## src/rtl/simd_dispatch_arbiter.sv

```systemverilog
// simd_dispatch_arbiter
//   Accepts one kernel descriptor at a time from the warp scheduler.
//   For each descriptor it allocates the lowest free warp ID from a
//   NUM_WARP_IDS-entry pool and picks an idle SIMD core. It then dispatches
//   the descriptor to that core and tracks per-core completion. Retired warp
//   IDs are reported on finished_warp_id, one per cycle.
//
//   Optional feature macro: DISPATCH_RR_ARB_EN
//     defined   -> round-robin core selection starting after the last grant
//     undefined -> fixed priority, lowest-indexed free core wins
//
// Ports
//   clk, rst          clock, asynchronous active-high reset
//   kin_valid/ready   descriptor handshake from the scheduler
//   kin_pc/threads    descriptor payload (threads==0 is consumed and dropped)
//   disp_valid        one-hot dispatch request, held until disp_ack[sel]
//   disp_pc/threads   dispatched payload (0 while disp_valid is 0)
//   disp_warp_id      allocated warp ID (0 while disp_valid is 0)
//   disp_ack          per-core dispatch accept
//   core_done         per-core one-cycle completion pulse
//   finished_warp_id  retired warp ID for one cycle, 4'b1111 otherwise
//   busy_mask         cores currently holding a warp
//   dbg_state_o       FSM state (0 = IDLE, 1 = DISPATCH)
//
// Handshakes: a transfer happens on a rising clk edge where valid and
// ready/ack are both high. Valid never depends combinationally on ready,
// and the payload stays stable while valid is high and not yet accepted.
module simd_dispatch_arbiter #(
    parameter int NUM_CORES    = 4,
    parameter int THREAD_W     = 3,
    parameter int NUM_WARP_IDS = 15
) (
    input  logic                 clk,
    input  logic                 rst,
    input  logic                 kin_valid,
    input  logic [31:0]          kin_pc,
    input  logic [THREAD_W-1:0]  kin_threads,
    output logic                 kin_ready,
    output logic [NUM_CORES-1:0] disp_valid,
    output logic [31:0]          disp_pc,
    output logic [THREAD_W-1:0]  disp_threads,
    output logic [3:0]           disp_warp_id,
    input  logic [NUM_CORES-1:0] disp_ack,
    input  logic [NUM_CORES-1:0] core_done,
    output logic [3:0]           finished_warp_id,
    output logic [NUM_CORES-1:0] busy_mask,
    output logic                 dbg_state_o
);

    localparam int CW = (NUM_CORES > 1) ? $clog2(NUM_CORES) : 1;

    typedef enum logic {S_IDLE = 1'b0, S_DISPATCH = 1'b1} state_e;

    state_e                  state_q, state_d;
    logic [31:0]             pc_q, pc_d;
    logic [THREAD_W-1:0]     thr_q, thr_d;
    logic [3:0]              wid_q, wid_d;
    logic [CW-1:0]           sel_q, sel_d;
    logic [NUM_CORES-1:0]    busy_q, busy_d;
    logic [NUM_CORES-1:0]    pend_q, pend_d;
    logic [NUM_WARP_IDS-1:0] pool_q, pool_d;
    logic [3:0]              slot_q [NUM_CORES];
    logic [3:0]              slot_d [NUM_CORES];
    logic [3:0]              fin_q, fin_d;
`ifdef DISPATCH_RR_ARB_EN
    logic [CW-1:0]           rr_q, rr_d;
`endif

    logic [NUM_CORES-1:0]    core_free;
    logic                    wid_found;
    logic [3:0]              wid_free;
    logic [CW-1:0]           sel_idx;
    logic [NUM_CORES-1:0]    cand;
    logic                    ret_found;
    logic [CW-1:0]           ret_idx;
    logic                    accept;

    // A core with a pending done is still owned until it retires.
    assign core_free = ~busy_q & ~pend_q;

    always_comb begin
        wid_found = 1'b0;
        wid_free  = 4'd0;
        for (int i = NUM_WARP_IDS - 1; i >= 0; i--) begin
            if (!pool_q[i]) begin
                wid_found = 1'b1;
                wid_free  = 4'(i);
            end
        end
    end

    always_comb begin
        sel_idx = '0;
`ifdef DISPATCH_RR_ARB_EN
        // Descending k so the smallest offset from rr_q+1 wins.
        for (int k = NUM_CORES; k >= 1; k--) begin
            if (core_free[(int'(rr_q) + k) % NUM_CORES])
                sel_idx = CW'((int'(rr_q) + k) % NUM_CORES);
        end
`else
        for (int c = NUM_CORES - 1; c >= 0; c--) begin
            if (core_free[c]) sel_idx = CW'(c);
        end
`endif
    end

    // Fresh done pulses join the retire search directly, so an otherwise
    // idle retire path reports the ID in the cycle right after the pulse.
    assign cand = pend_q | (core_done & busy_q);

    always_comb begin
        ret_found = 1'b0;
        ret_idx   = '0;
        for (int c = NUM_CORES - 1; c >= 0; c--) begin
            if (cand[c]) begin
                ret_found = 1'b1;
                ret_idx   = CW'(c);
            end
        end
    end

    assign kin_ready = (state_q == S_IDLE) && wid_found && (|core_free);
    assign accept    = kin_valid && kin_ready;

    always_comb begin
        state_d = state_q;
        pc_d    = pc_q;
        thr_d   = thr_q;
        wid_d   = wid_q;
        sel_d   = sel_q;
        busy_d  = busy_q;
        pool_d  = pool_q;
        slot_d  = slot_q;
        pend_d  = cand;
        fin_d   = 4'hF;
`ifdef DISPATCH_RR_ARB_EN
        rr_d    = rr_q;
`endif
        case (state_q)
            S_IDLE: begin
                // Zero-thread descriptors are consumed without allocating.
                if (accept && (kin_threads != '0)) begin
                    pc_d            = kin_pc;
                    thr_d           = kin_threads;
                    wid_d           = wid_free;
                    sel_d           = sel_idx;
                    slot_d[sel_idx] = wid_free;
                    pool_d[wid_free] = 1'b1;
`ifdef DISPATCH_RR_ARB_EN
                    rr_d            = sel_idx;
`endif
                    state_d         = S_DISPATCH;
                end
            end
            S_DISPATCH: begin
                if (disp_ack[sel_q]) begin
                    busy_d[sel_q] = 1'b1;
                    state_d       = S_IDLE;
                end
            end
            default: state_d = S_IDLE;
        endcase
        // Retirement frees resources from registered state, so the allocator
        // above never sees a resource freed in this same cycle.
        if (ret_found) begin
            fin_d                   = slot_q[ret_idx];
            pend_d[ret_idx]         = 1'b0;
            busy_d[ret_idx]         = 1'b0;
            pool_d[slot_q[ret_idx]] = 1'b0;
        end
    end

    always_ff @(posedge clk or posedge rst) begin
        if (rst) begin
            state_q <= S_IDLE;
            pc_q    <= '0;
            thr_q   <= '0;
            wid_q   <= '0;
            sel_q   <= '0;
            busy_q  <= '0;
            pend_q  <= '0;
            pool_q  <= '0;
            fin_q   <= 4'hF;
            for (int c = 0; c < NUM_CORES; c++) slot_q[c] <= 4'hF;
`ifdef DISPATCH_RR_ARB_EN
            rr_q    <= CW'(NUM_CORES - 1);
`endif
        end else begin
            state_q <= state_d;
            pc_q    <= pc_d;
            thr_q   <= thr_d;
            wid_q   <= wid_d;
            sel_q   <= sel_d;
            busy_q  <= busy_d;
            pend_q  <= pend_d;
            pool_q  <= pool_d;
            fin_q   <= fin_d;
            slot_q  <= slot_d;
`ifdef DISPATCH_RR_ARB_EN
            rr_q    <= rr_d;
`endif
        end
    end

    always_comb begin
        disp_valid   = '0;
        disp_pc      = '0;
        disp_threads = '0;
        disp_warp_id = '0;
        if (state_q == S_DISPATCH) begin
            disp_valid[sel_q] = 1'b1;
            disp_pc           = pc_q;
            disp_threads      = thr_q;
            disp_warp_id      = wid_q;
        end
    end

    assign finished_warp_id = fin_q;
    assign busy_mask        = busy_q;
    assign dbg_state_o      = state_q;

endmodule

```

## config.mk

```make
export PLATFORM = sky130hd
export DESIGN_NAME = simd_dispatch_arbiter
export DESIGN_NICKNAME = d
export VERILOG_FILES = /design/src/rtl/simd_dispatch_arbiter.sv
export SDC_FILE = /design/constraint.sdc
export NUM_CORES = 1
export LEC_CHECK = 0
export BUFFER_PORTS_ARGS = -buffer_cell sky130_fd_sc_hd__buf_4
export CORE_AREA = 5 5 136 138
export CTS_CLUSTER_SIZE = 10
export DETAILED_ROUTE_END_ITERATION = 12
export DIE_AREA = 0 0 141 143
export PLACE_DENSITY = 0.44
export SKIP_CTS_REPAIR_TIMING = 1
export SYNTH_ARGS = -nofsm -noshare
export SYNTH_HDL_FRONTEND = slang
export SYNTH_SLANG_ARGS = --single-unit
```

## constraint.sdc

```tcl
create_clock -name clk -period 5.2 [get_ports clk]
set_input_delay 1.04 -clock clk [delete_from_list [all_inputs] [get_ports clk]]
set_output_delay 1.04 -clock clk [all_outputs]
set_load 0.03 [all_outputs]
```

# ---- Word level (Yosys, flattened, before mapping)
# Index checks and enable logic that the tools add are counted.
dict set report totals {
  reg_bits 85
  latchBits 0
  ramBits 0
  mem_bits_ro 0
  out_inout_bits 53
  word_cells 124
  n_memories 0
}
dict set report classes {
  n_addsub 0
  n_mul 0
  div_mod_pow 0
  order_cmp 11
  eq_ne 0
  shifts 0
  mux 73
  bitwise_logic 15
  n_reduce_logical 12
}
# op n
set ops {}
lappend ops {{$mux W4} 25}
lappend ops {{$mux W15} 3}
lappend ops {{$mux W32} 1}
lappend ops {{$mux W1} 26}
lappend ops {{$and A4 B4 Y4} 4}
lappend ops {{$bwmux W16} 1}
lappend ops {{$mux W2} 8}
lappend ops {{$and A15 B15 Y15} 1}
lappend ops {{$not A15 Y15} 1}
lappend ops {{$or A15 B15 Y15} 1}
lappend ops {{$not A4 Y4} 3}
lappend ops {{$lt A4 B5 Y1 const B} 2}
lappend ops {{$logic_and A1 B1 Y1} 9}
lappend ops {{$bmux W4 S2} 1}
lappend ops {{$demux W1 S4} 2}
lappend ops {{$demux W4 S2} 1}
lappend ops {{$ge A4 B1 Y1 const B} 2}
lappend ops {{$or A4 B4 Y4} 2}
lappend ops {{$ge A3 B3 Y1 const B} 2}
lappend ops {{$lt A2 B3 Y1 const B} 2}
lappend ops {{$not A2 Y3} 2}
lappend ops {{$demux W1 S2} 2}
lappend ops {{$ge A2 B1 Y1 const B} 2}
lappend ops {{$reduce_or A4 Y1} 1}
lappend ops {{7 further kinds} 7}

# ---- Depth between registers and ports, before layout
# Gate-level depths: netlist (run 1).
dict set report depth {
  depth_word 24
  ltp_mapped 8
  depth_no_buf 5
}

# ---- Least setup slack after synthesis (run 1)
# No wires, ideal clock.
dict set report synth_timing {
  path_type {in2reg}
  startpoint {input port core_done[2]}
  endpoint {register pool_q[9]}
  setup_time_ps 129
  arrival_time_ps 2536
  slack_ps 2535
  path_stages 6
  path_buffers 1
  cell_sequence {a21o_1 and4_1 a221o_1 or2_0 buf_2 o41a_1}
}
dict set report synth_via {
  elab_chain_cells 16
  elab_cells_between_ends 20
}
# item line
set synth_lines {}
lappend synth_lines {{start, declared} 44} ;# input logic [NUM_CORES-1:0] core_done,
lappend synth_lines {{$and A4 B4 Y4 (*)} 109} ;# assign cand = pend_q | (core_done & busy_q);
lappend synth_lines {{$or A4 B4 Y4 (*)} 109}
lappend synth_lines {{$mux W2 (3 in series)} 115} ;# if (cand[c]) begin
lappend synth_lines {{$not A2 Y3 (implied by the code)} 169} ;# pool_d[slot_q[ret_idx]] = 1'b0;
lappend synth_lines {{$bmux W4 S2} 169}
lappend synth_lines {{$mux W4 (implied by the code) (2 in series)} 169}
lappend synth_lines {{$lt A4 B5 Y1 (implied by the code) or $ge A4 B1 Y1 (tied branches)} 169}
lappend synth_lines {{$logic_and A1 B1 Y1 (implied by the code)} 169}
lappend synth_lines {{$mux W1 (implied by the code)} 169}
lappend synth_lines {{$demux W1 S4} 169}
lappend synth_lines {{$not A15 Y15 (no source line)} --}
lappend synth_lines {{$and A15 B15 Y15 (no source line)} --}
lappend synth_lines {{$mux W15 (*)} 165} ;# if (ret_found) begin
lappend synth_lines {{named net pool_d[9]} 61} ;# logic [NUM_WARP_IDS-1:0] pool_q, pool_d;
lappend synth_lines {{end signal, assigned} 196} ;# pool_q <= pool_d;
lappend synth_lines {{end, declared} 61}
# Mark *: on every way through the listed nets, which the timed path passes. The rest lies on a longest branch. The select of a mux whose other input is x is not followed.
# A chain may end at the register's enable or synchronous reset.

# ---- Worst setup path in the final report (run 1)
dict set report layout_timing {
  startpoint {register state_q (netlist: dbg_state_o)}
  endpoint {output port disp_valid[1]}
}
dict set report layout_via {
  elab_chain_cells 1
}
# item line
set layout_lines {}
lappend layout_lines {{start, declared} 54} ;# state_e state_q, state_d;
lappend layout_lines {{start signal, assigned} 189} ;# state_q <= state_d;
lappend layout_lines {{$mux W4} 210} ;# if (state_q == S_DISPATCH) begin
lappend layout_lines {{end, declared} 39} ;# output logic [NUM_CORES-1:0] disp_valid,
# No other way between the ends.

==> impl_metrics.csv, run 1 <==
group,metric,value,unit
synth,yosys_warnings,0,
grt,grt_usage,0.133,
timing,clock.fmax,301,MHz
worst_setup_path,critical_path_class,"flip-flop to output port",
place,place_hpwl,9520,um
routing,drc_errors,0,
place,placed_cells,761,
worst_setup_path,worstSetupEndpointType,"output port",
timing,slew_viol_final,0,
place,globalplace.congestion,0.862,
routing,wl_per_cell,16.5,um
routing,initialDrtViolationCount,214,
worst_setup_path,cp-startpoint,"dbg_state_o",
synth,synthArstFlopShare,1.00,
floorplanning,placementRows,48,
floorplanning,pin_count,99,
floorplanning,start_util,0.248,
synth,syn-num-nets,501,
worst_setup_path,path_max_fanout,43,
worst_hold_path,hp-class,"flip-flop to flip-flop",
power,totalPowerFinal,3.28,mW
routing,drt_pass1_iterations,4,
layout,antennaDiodeCount,0,
synth,synth_top_cell_by_area,"dfrtp_1",
routing,routed_wl,12800,um
synth,ys_seq_area_frac,0.509,
timing,setup_viol,0,
power,peakVddDrop,0.000213,V
synth,yosys-top-cells-area,"dfrtp_1, dfstp_2, nand2_1, and2_1, mux2_2",
grt,grt_max_degree,55,
power,power_density,595,nW/um^2
power,p_leak,2.62,nW
timing,hold_viol,0,
synth,synthCells,455,
layout,multi_input_area,1940,sq um
floorplanning,core_area,17100,sq um
synth,ys_seq_elements,85,
cts,insertion_delay,0.35,ns
cts,cts_tree,"yes",
worst_hold_path,worstHoldStart,"pc_q[21]",
cts,h-tree-depth,3,
synth,synth_flop_cell,"dfrtp_1",
layout,regArea,2150,sq um
cts,cts_sinks,85,
cts,root_buffer,"clkbuf_16",
floorplanning,die_w,141,um
run,cap_violations,0,
layout,nets,593,
layout,layout-drive-gt1-share,0.303,
cts,clk_pin_slew,0.07,ns
grt,grt_first_pass_wirelength,20900,um
timing,grt_setup_unrepaired,"false",
timing,relSlewSlack,0.238,
timing,skew,0.00865,ns
worst_setup_path,r2r_start,"dbg_state_o",
layout,final_common_cell,"nand2_1",
worst_setup_path,crit_arrival,2.28,ns
timing,layout_min_cycle_time,3.32,ns
synth,synth_area,4220,sq um
synth,synth_edf_count,0,
grt,grt_pass1_vias,3676,
routing,vias_per_cell,4.64,
worst_setup_path,worstSetupStartpointType,"flip-flop",
timing,worst_pin_slew,1.14,ns
layout,area_growth,30.6,%
worst_setup_path,critPathRequiredTime,4.16,ns
layout,final_cells,777,
synth,netlist.area_leader.share,0.385,
timing,tns,0,ns
floorplanning,die_h,143,um
layout,fillers,1822,
synth,synth_cell_type_count,61,
layout,mostFrequentLayoutCells,"nand2_1, buf_4, dfrtp_1",
cts,cts_buffer_depth,2,
routing,vias,3607,
timing,fin_crit_sh,0.639,
synth,syn_area_per_cell,9.28,sq um
outcome,status,"completed",
routing,drtAntennaViolNets,0,
grt,grt-ovfl-total,0,
floorplanning,die_area,20200,sq um
grt,antenna_found_initial,0,
place,portBuffers,98,
cts,cts_buffers,9,
-- cells in the mapped netlist (5+ instances only) --
cell type / n
nand2_1: 126
dfrtp_1: 65
and2_1: 43
nor2_1: 23
dfstp_2: 20
a21oi_1: 17
mux2_2: 15
o21ai_0: 11
inv_1: 10
clkbuf_1: 9
nor3_1: 9
buf_2: 8
nor4_1: 7
o211ai_1: 7
nand2b_1: 6
nand3_1: 5
-- state kept, by name (all words and copies together) (netlist names) --
signal,cells
dbg_state_o,1
sel_q,2
slot_q,16
thr_q,3
busy_mask,4
wid_q,4
finished_warp_id,4
pc_q,32
pend_q,4
pool_q,15
-- critical path, stage by stage (launching register included) --
cell     delay [ns]
dfrtp_1        1.10
inv_1          0.28
nor3_1         0.33
buf_4          0.22
-- area by class of cell --
cell class | instances | area share
inverter | 10 | 0.00703
clock buffer | 10 | 0.0433
clock inverter | 6 | 0.0170
tap | 225 | 0.0510
timing repair buffer | 103 | 0.140
multi-input combinational | 338 | 0.351
sequential | 85 | 0.390
-- per-layer routing --
metal / global-route usage / routed length [um]
met1: 0.177 / 5630
met2: 0.211 / 6220
met3: 0.0332 / 624
met4: 0.0515 / 364
met5: 0 / 0
-- through the flow --
step	cell area [sq um]	utilization	hold slack [ns]	setup slack, ns
3_5_place_dp	5180	0.304	0.454	2.16
4_1_cts	5520	0.324	0.469	1.82
5_1_grt	5520	0.324	0.486	1.61
3_3_place_gp	5180	0.304	0.450	2.22
2_1_floorplan	4220	-	0.437	2.00
6_report	5520	0.324	0.464	1.88
-- final timing paths --
kind                                      end  slack (ns)  cells past startpoint
worst min-delay path                 pc_q[21]        0.46                      2
worst max register to register      slot_q[3]        2.44                      6
max in group asynchronous           pend_q[2]        3.37                      3
worst max-delay path            disp_valid[1]        1.88                      3
worst min register to register       pc_q[21]        0.46                      2
min in group asynchronous            pc_q[24]        0.73                      2
-- report_power, final --
| group | switching, mW | internal [mW] | total [mW] |
|---|---|---|---|
| clock network | 0.278 | 0.437 | 0.715 |
| registers | 0.223 | 0.930 | 1.15 |
| logic | 0.906 | 0.510 | 1.42 |
-- cell families (layout without fill, tap and decap cells) --
family	count (synthesis)	count (layout)	share of synthesized area
flops	85	85	0.509
buf+inv	32	129	0.0320
compound gates	80	80	0.139
simple gates	240	240	0.271
mux	17	17	0.0477
other cells	1	1	0.000888
Note: power is estimated with default switching activity, not from simulation.
==> inputs of run 2 (changes only) <==
Settings changed: PLACE_DENSITY 0.44 to 0.45.
Clock period 5.2 ns to 3 ns, I/O delays scaled along.
==> run 2 against run 1 <==
Against the previous run: worst hold slack got worse by 0.13 ns; wire length down 1.1%; clock power is 73% higher; largest power group unchanged; critical endpoint is now kin_ready; critical path depth increased by 1.
==> impl_metrics.csv, run 2 (synthesized netlist as in run 1, its figures left out) <==
group,metric,value,unit
timing,slew_viol_final,0,
cts,h-tree-depth,3,
floorplanning,die_w,141,um
routing,dr_wl_met3,577,um
layout,reg_top3,"pc_q: 32 flops, slot_q: 16 flops, pool_q: 15 flops",
timing,relSlewSlack,0.411,
routing,routed.top_layer,"met4",
layout,final_common_cell,"nand2_1",
worst_setup_path,crit_chain,"nand4_1, nor4_4, nor3_1, buf_4",
floorplanning,start_util,0.248,
routing,vias,3624,
routing,wl_per_cell,16.3,um
layout,design_area,5570,sq um
timing,fin_crit_sh,0.832,
worst_setup_path,rr_endpoint,"pool_q[9]",
worst_setup_path,crit_arrival,1.90,ns
layout,area_growth,32.0,%
routing,wl_met1,5850,um
timing,layout_min_cycle_time,2.50,ns
grt,grt_pass1_vias,3558,
worst_setup_path,path_buf_inv,1,
layout,final_util,0.327,
layout,regMostFlops,"pc_q",
grt,antenna_found_initial,0,
worst_setup_path,path_max_fanout,8,
worst_setup_path,critical_path_class,"flip-flop to output port",
grt,grt_first_pass_wirelength,20100,um
worst_setup_path,cpMaxStageDelayCell,"nor4_4",
routing,initialDrtViolationCount,152,
cts,cts_tree,"yes",
cts,cts_sinks,85,
timing,clock.fmax,400,MHz
worst_setup_path,r2r_setup_slack,0.60,ns
outcome,status,"completed",
power,power_density,1030,nW/um^2
cts,cts_buffer_depth,2,
layout,largest_reg_flops,32,
cts,insertion_delay,0.35,ns
routing,drtAntennaViolNets,0,
worst_setup_path,slowest_delay,0.50,ns
run,cap_violations,0,
floorplanning,die_area,20200,sq um
floorplanning,pin_count,99,
worst_setup_path,rr_worst_depth,5,
cts,root_buffer,"clkbuf_16",
routing,drt_pass1_iterations,4,
timing,tns,0,ns
worst_setup_path,worstSetupEndpointType,"output port",
worst_hold_path,hp-class,"primary input to async pin",
place,portBuffers,98,
cts,clk_pin_slew,0.07,ns
timing,worst_pin_slew,0.875,ns
worst_setup_path,r2r_start,"busy_mask[1]",
power,p_leak,2.65,nW
cts,cts_buffers,9,
worst_setup_path,critPathRequiredTime,2.40,ns
grt,grt_usage,0.128,
layout,nets,597,
timing,grt_setup_unrepaired,"false",
power,peakVddDrop,0.000399,V
worst_setup_path,worstSetupStartpointType,"flip-flop",
layout,antennaDiodeCount,0,
place,placed_cell_area,5240,sq um
routing,vias_per_cell,4.64,
routing,routed_wl,12700,um
place,globalplace.congestion,0.873,
floorplanning,die_h,143,um
place,place_hpwl,9570,um
routing,drc_errors,0,
floorplanning,core_area,17100,sq um
layout,mostFrequentLayoutCells,"nand2_1, buf_4, dfrtp_1",
routing,wl_met2,6030,um
grt,grt-ovfl-total,0,
timing,skew,0.0120,ns
timing,hold_viol,0,
timing,setup_viol,0,
floorplanning,placementRows,48,
layout,layout-drive-gt1-share,0.306,
grt,grt_max_degree,52,
worst_setup_path,crit_family,"simple AND/OR/NAND/NOR gates",
==> run 2: final cells by class <==
type / count / area [sq um]
Clock buffer: 11 / 253
Multi-Input combinational cell: 338 / 1940
Inverter: 10 / 38.8
Clock inverter: 5 / 81.3
Fill cell: 1800 / 11500
Tap cell: 225 / 282
Timing Repair Buffer: 107 / 828
Sequential cell: 85 / 2150
==> run 2: power by group <==
part           leakage [nW]  internal, mW  switching, mW
Clock                 0.164         0.776          0.465
Combinational          1.47         0.921           1.66
Sequential             1.02          1.61          0.313
Total                  2.65          3.31           2.43
==> run 2: stage by stage <==
step	cells	setup slack (ns)	total power, mW	hold WS (ns)
final	781	0.503	5.75	0.331
after global routing	781	0.333	6.12	0.375
after CTS	781	0.471	5.82	0.338
after detailed placement	765	0.417	4.54	0.455
after global placement	765	0.475	4.52	0.449
after floorplan	455	0.240	3.56	0.437
==> run 2: layer usage <==
metal  GRT usage  vias up
met5           0        -
met4      0.0362        0
met3      0.0368       16
met2       0.204       83
met1       0.169     1761
li1            -     1764
==> run 2: how the worst max path moves through the flow <==
stage,to,cells after the start,startpoint
final,kin_ready,4,pool_q[0]
after floorplan,busy_mask[0],1,rst
after detailed placement,pool_q[9],6,core_done[1]
after global routing,kin_ready,4,pool_q[0]
after CTS,kin_ready,4,pool_q[0]
after global placement,pool_q[9],6,core_done[1]
